`src/rtl/fp32_mul.sv`:
```
// fp32_mul: single-cycle IEEE-754 binary32 multiplier, RNE rounding, flush-to-zero, registered output.
module fp32_mul (
  input  logic        clk,
  input  logic        rst,
  input  logic [31:0] a,
  input  logic [31:0] b,
  output logic [31:0] result
);
  logic [31:0] r_result;
  logic [31:0] w_res;
  logic        w_sign;
  logic        w_a_nan, w_b_nan, w_a_inf, w_b_inf, w_a_zero, w_b_zero;
  logic [47:0] w_prod;
  logic        w_hi;
  logic [22:0] w_m;
  logic        w_g, w_r, w_s, w_up;
  logic [23:0] w_mr;
  logic [9:0]  w_e;
  assign w_sign   = a[31] ^ b[31];
  assign w_a_nan  = (&a[30:23]) & (|a[22:0]);
  assign w_b_nan  = (&b[30:23]) & (|b[22:0]);
  assign w_a_inf  = (&a[30:23]) & ~(|a[22:0]);
  assign w_b_inf  = (&b[30:23]) & ~(|b[22:0]);
  assign w_a_zero = ~(|a[30:23]);
  assign w_b_zero = ~(|b[30:23]);
  assign w_prod = {24'd0, 1'b1, a[22:0]} * {24'd0, 1'b1, b[22:0]};
  assign w_hi   = w_prod[47];
  assign w_m    = w_hi ? w_prod[46:24] : w_prod[45:23];
  assign w_g    = w_hi ? w_prod[23] : w_prod[22];
  assign w_r    = w_hi ? w_prod[22] : w_prod[21];
  assign w_s    = w_hi ? |w_prod[21:0] : |w_prod[20:0];
  assign w_up   = w_g & (w_r | w_s | w_m[0]);
  // carry into bit 23 leaves the low 23 bits zero, so only the exponent needs bumping
  assign w_mr   = {1'b0, w_m} + {23'd0, w_up};
  assign w_e    = {2'b0, a[30:23]} + {2'b0, b[30:23]} - 10'd127 + {9'd0, w_hi} + {9'd0, w_mr[23]};
  always_comb begin
    w_res = (w_a_nan | w_b_nan | (w_a_inf & w_b_zero) | (w_a_zero & w_b_inf)) ? 32'h7FC0_0000 :
            (w_a_inf | w_b_inf)                  ? {w_sign, 8'hFF, 23'd0} :
            (w_a_zero | w_b_zero)                ? {w_sign, 31'd0} :
            ($signed(w_e) >= $signed(10'sd255))  ? {w_sign, 8'hFF, 23'd0} :
            ($signed(w_e) <= $signed(10'sd0))    ? {w_sign, 31'd0} :
                                                   {w_sign, w_e[7:0], w_mr[22:0]};
  end
  always_ff @(posedge clk) r_result <= rst ? 32'd0 : w_res;
  assign result = r_result;
endmodule

```
`config.mk`:
```
export PLATFORM = sky130hd
export DESIGN_NAME = fp32_mul
export DESIGN_NICKNAME = d
export VERILOG_FILES = /design/src/rtl/fp32_mul.sv
export SDC_FILE = /design/constraint.sdc
export NUM_CORES = 2
export LEC_CHECK = 0
export CAP_MARGIN = 10
export CORE_AREA = 2 2 329 233
export CTS_BUF_LIST = sky130_fd_sc_hd__clkbuf_4 sky130_fd_sc_hd__clkbuf_8
export DETAILED_ROUTE_END_ITERATION = 8
export DIE_AREA = 0 0 331 235
export RECOVER_POWER = 25
export SYNTH_ARGS = -nofsm -noshare
export SYNTH_HDL_FRONTEND = slang
export SYNTH_SLANG_ARGS = --single-unit
```
`constraint.sdc`:
```
create_clock -name clk -period 10.65 [get_ports clk]
set_clock_uncertainty 0.05 [all_clocks]
set_input_delay 1.065 -clock clk [delete_from_list [all_inputs] [get_ports clk]]
set_output_delay 1.065 -clock clk [all_outputs]
set_load 0.01 [all_outputs]
```
# After elaboration in Yosys (flattened, before gate mapping)
# Index checks and enable logic that the tools add are counted.
# Widths: inputs -> output; s select.
# totals
output_inout_bits	32
regBits	32
in_bits	66
wordCells	49
# classes
n_bitwise	19
n_addsub	5
reduce_logical	10
mul	1
magnitude_cmp	2
n_mux	9
# op_table
operator	n
$mux 31	5
$mul 24x24->48	1
$reduce_or 23->1	2
$add 23x1->24	1
$mux 23	1
$reduce_or 22->1	1
$reduce_or 21->1	1
$add 10x1->10	2
$reduce_and 8->1	2
$reduce_or 8->1	2
$ge 10x9->1 const B	1
$le 10x1->1 const B	1
$sub 9x7->10 const B	1
$add 8x8->9	1
$and 1x1->1	7
$or 1x1->1	7
$reduce_or 6->1	1
$not 1->1	4
$mux 1	3
$reduce_or 2->1	1
$xor 1x1->1	1

# Depth between registers and ports, before layout
# depth
word_depth	14
mapped_depth	43
ltp_nobuf	39

# Worst setup path before layout
# OpenSTA, ideal clock, no wires.
# synth_path
path_kind	in2reg
startpoint	input b[3]
endpoint	register r_result[0] (netlist: result[0])
setup_ns	0.134
path_slack_ns	-0.240
required_time_ns	10.466
arrival_time_ns	10.705
cell_stages	41
n_path_buf	3
path_cell_list	clkbuf_1 > nand2_1 > fa_1 > inv_1 > fa_1 > inv_1 > fa_1 > inv_1 > fa_1 > inv_1 > fa_1 > inv_1 > fa_1 > inv_1 > fa_1 > inv_1 > ha_1 > buf_2 > (+5 left out) > and3_1 > and2_0 > o2111ai_1 > nor4_1 > fa_1 > fa_1 > a21o_1 > a21oi_1 > o21bai_1 > a21oi_1 > o21ai_0 > xor2_1 > nor4b_1 > nor2_1 > nand3_1 > or2_0 > clkbuf_1 > nor3_1
# synth_between
elab_chain_len	10
word_cells_on_any_way	25
cone_classes	add/sub: 3; mul: 1; order compare: 2; mux: 4; bitwise: 11; reduce/logical: 4
# synth_lines
item	line	source
from (decl)	6	input logic [31:0] b,
$mul 24x24->48	26	assign w_prod = {24'd0, 1'b1, a[22:0]} * {24'd0, 1'b1, b[22:0]};
$reduce_or 22->1 / $reduce_or 21->1 (equally long branches)	31	assign w_s = w_hi ? |w_prod[21:0] : |w_prod[20:0];
$mux 1	31	
$or 1x1->1 (2 in a row)	32	assign w_up = w_g & (w_r | w_s | w_m[0]);
$and 1x1->1	32	
$add 23x1->24	34	assign w_mr = {1'b0, w_m} + {23'd0, w_up};
$add 10x1->10	35	assign w_e = {2'b0, a[30:23]} + {2'b0, b[30:23]} - 10'd127 + {9'd0, w_hi} + {9'd0, w_mr[23]};
$ge 10x9->1 / $le 10x1->1 (equally long branches)	40, 41	
$reduce_or 6->1 (no source line)	n/a	
to (signal assigned)	44	always_ff @(posedge clk) r_result <= rst ? 32'd0 : w_res;
to (decl)	9	logic [31:0] r_result;
# Several ways; a longest one is shown, not always the timed one.
# A chain may end at the register's enable or synchronous reset.

# Worst setup path after layout
# layout_path
startpoint	input a[15]
endpoint	register r_result[20] (netlist: result[20])
# layout_between
elab_chain_len	10
word_cells_on_any_way	25
cone_classes	add/sub: 3; mul: 1; order compare: 2; mux: 4; bitwise: 11; reduce/logical: 4
# layout_lines
item	line	source
from (decl)	5	input logic [31:0] a,
$mul 24x24->48	26	
$reduce_or 22->1 / $reduce_or 21->1 (equally long branches)	31	
$mux 1	31	
$or 1x1->1 (2 in a row)	32	
$and 1x1->1	32	
$add 23x1->24	34	
$add 10x1->10	35	
$ge 10x9->1 / $le 10x1->1 (equally long branches)	40, 41	
$reduce_or 6->1 (no source line)	n/a	
# Several ways; a longest one is shown, not always the timed one.

==> impl_results.md <==
- Status: completed
- # DRC: 0
- Top cell by count, worst path: fa_2
- Vias: 20160
- Post-synthesis area per instance: between 8 and 9 µm²
- Max Freq: about 0.094 GHz
- Max reg flops: 32
- Die area: a little under 0.08 mm²
- I/O Buffers: between 90 and 100
- Net count after synthesis: 3371
- Area after DPL: about 0.028 mm²
- Synth-to-Final Area Change: 37.16%
- DRT Pass-1 Iters: 5
- Headroom to the max-slew limit: 0.3899
- Critical path depth in cells: 41
- Syn Std Cell Area: roughly 0.022 mm²
- Top post-synthesis cells by area: fa_1, ha_1, inv_1
- Unrepaired setup endpoints after global routing: true
- Vias in the first global route: ~21000
- Initial drt markers: between 1500 and 2000
- #FFs+latches synth: 32
- Largest net degree at the start of global routing: 19
- Dpl cells: ~4000
- Clk buf depth: 2
- Fin crit period: between 10 and 15 ns
- Cell class contributing the biggest share of worst-path delay: adder cells
- Fillcell total: around 7400
- Initial antenna violation count: 2
- Slowest CP cell: fa_1
- Final setup violation count: 0
- Die Wd: 331 µm
- Final worst slack: between 0.02 and 0.03 ns
- DR vias/cell: 4.826
- Synth Warn #: 0
- Core Area: between 0.07 and 0.08 mm²
- Min-Delay Path Class: in2reg
- Final hold vios: 0
- Worst-path clk slew: around 0.070 ns
- CP Capture Point: result[20]
- Cts bufs inserted: 5
- Synth unique cells: 89
- Avg WL per Cell: approximately 18 µm
- WP data arrival: 10.78 ns
- Bufs and invs on worst path: 12
- Seq/Total Area, Yosys: 0.02886
- Largest area contributor in the netlist: fa_1
- Worst Path Max Fanout: 6
- WL final: between 70000 and 80000 µm
- CP startpoint kind: input pin
- CTS sink cnt: 32
- Yosys top cell area share: 0.4366
- Die Y: 235 µm
- Final instance area: 0.03044 mm²
- Routability Congestion: slightly above 0.9
- Critical setup path kind: in2reg
- Final #Nets: a little under 4000
- Post-placement setup slack: -1.176 ns
- Ant diodes: 0
- GR Overflow Total: 0
- Commonest non-fill, non-tap cell in the layout: inv_1
- Num rows: 84
- Period utilization: 0.9974
- Fraction of registers with async set/reset: 0
- Post-synth EDFFs: 0
- H-Tree Depth: 2
- Crit path required time: around 11 ns
- Clock Tree Root: clkbuf_8
- TritonCTS clock tree: built
- Post-DP HPWL: a little over 60000 µm
- First-pass GRT wire length: 118600 µm
- Most common flop cell mapped by yosys: dfxtp_1
- Crit. End Element: flip-flop
- Layout cell share with drive strength beyond 1: 0.2651
- Max Cap Viol: 0
- Start point of the critical path: a[15]
- Largest stage delay on the critical path: around 0.60 ns
- Most frequent cells in the layout: inv_1, buf_4, fa_1
- Hold buffers post-CTS: 0
- Post-Synthesis Cells: around 2600
- Detail Route Antenna Nets: 0
- Setup TNS: 0 ns
- Worst-margin pin slew: between 0.9 and 1 ns
- Initial Util: 0.2974
- IO Pins: 98
- Fin. max-slew vios: 0
- Non-Filler Instances: ~4200
- Gr usage total: 0.1966
cell usage after synthesis, types with 4 or more instances:
master       n
inv_1      595
fa_1       484
nand2_1    353
and2_1     243
ha_1       188
nor2_1     115
clkbuf_1   105
a21oi_1     85
o21ai_0     48
dfxtp_1     32
nand4_1     31
xnor2_1     30
nor3_1      27
nor4_1      25
xor2_1      19
nand3_1     18
a21o_1      17
a211oi_1    16
and3_1      13
o21a_1      11
o211ai_1    10
nand2b_1     9
buf_2        8
mux2i_1      8
o2111ai_1    7
o21ai_1      7
o21bai_1     7
or3_1        7
buf_4        6
nor2b_1      6
a31oi_1      5
and4_1       5
or2_2        5
o211a_1      4
o22ai_1      4
through the flow:
stage                     hold slack (ns)  utilization
final                               1.355       0.4079
after global placement              1.665       0.3706
after global routing                1.367       0.4079
after CTS                           1.351       0.3933
after detailed placement            1.660       0.3706
after floorplan                     1.192            -
tightest hold or removal path, stage by stage:
cell and delay, ns:
clkdlybuf4s50_1 0.41, xnor2_1 0.13, nor3_1 0.04
worst min-delay path by stage:
stage / startpoint / endpoint / cells past startpoint
global placement: a[31] / result[31] / 3
CTS: a[31] / result[31] / 3
detailed placement: a[31] / result[31] / 3
finish: a[31] / result[31] / 3
global route: a[31] / result[31] / 3
floorplan: a[31] / result[31] / 2
repair_timing:
action,in CTS,in global routing
gates resized for setup,186,261
pin swaps,72,135
setup buffers,81,54
hold endpoints to repair,0,0
cloned,14,5
setup endpoints to repair,31,29
per-layer routing:
metal | track usage | vias up | share of wire
met3 | 0.07514 | 72 | 0.14
met2 | 0.2764 | 903 | 0.40
met1 | 0.2932 | 10030 | 0.45
li1 | - | 9153 | -
met5 | 0 | - | 0
met4 | 0.01720 | 0 | 0.010
cell type report:
type                       count  area, µm²  area share
inverter                     598       2262     0.07431
tap                          989       1237     0.04065
sequential                    32      640.6     0.02104
timing repair buffer         668       6389      0.2099
clock inverter                 2      35.03    0.001151
clock buffer                   6      76.32    0.002507
multi-input combinational   1881      19800      0.6505
logic make-up after synthesis:
family,count (synthesis),share of synthesized area
XOR/XNOR,50,0.02007
multiplexers,10,0.004623
flip-flops,32,0.02886
AND/OR/NAND/NOR,876,0.1954
AO/OA/AOI/OAI,273,0.08462
buffers and inverters,720,0.1239
adder cells (fa/ha/maj),672,0.5425
Power is not shown: default switching activity piles up to over one toggle a cycle in this logic, so the estimate is an artifact.
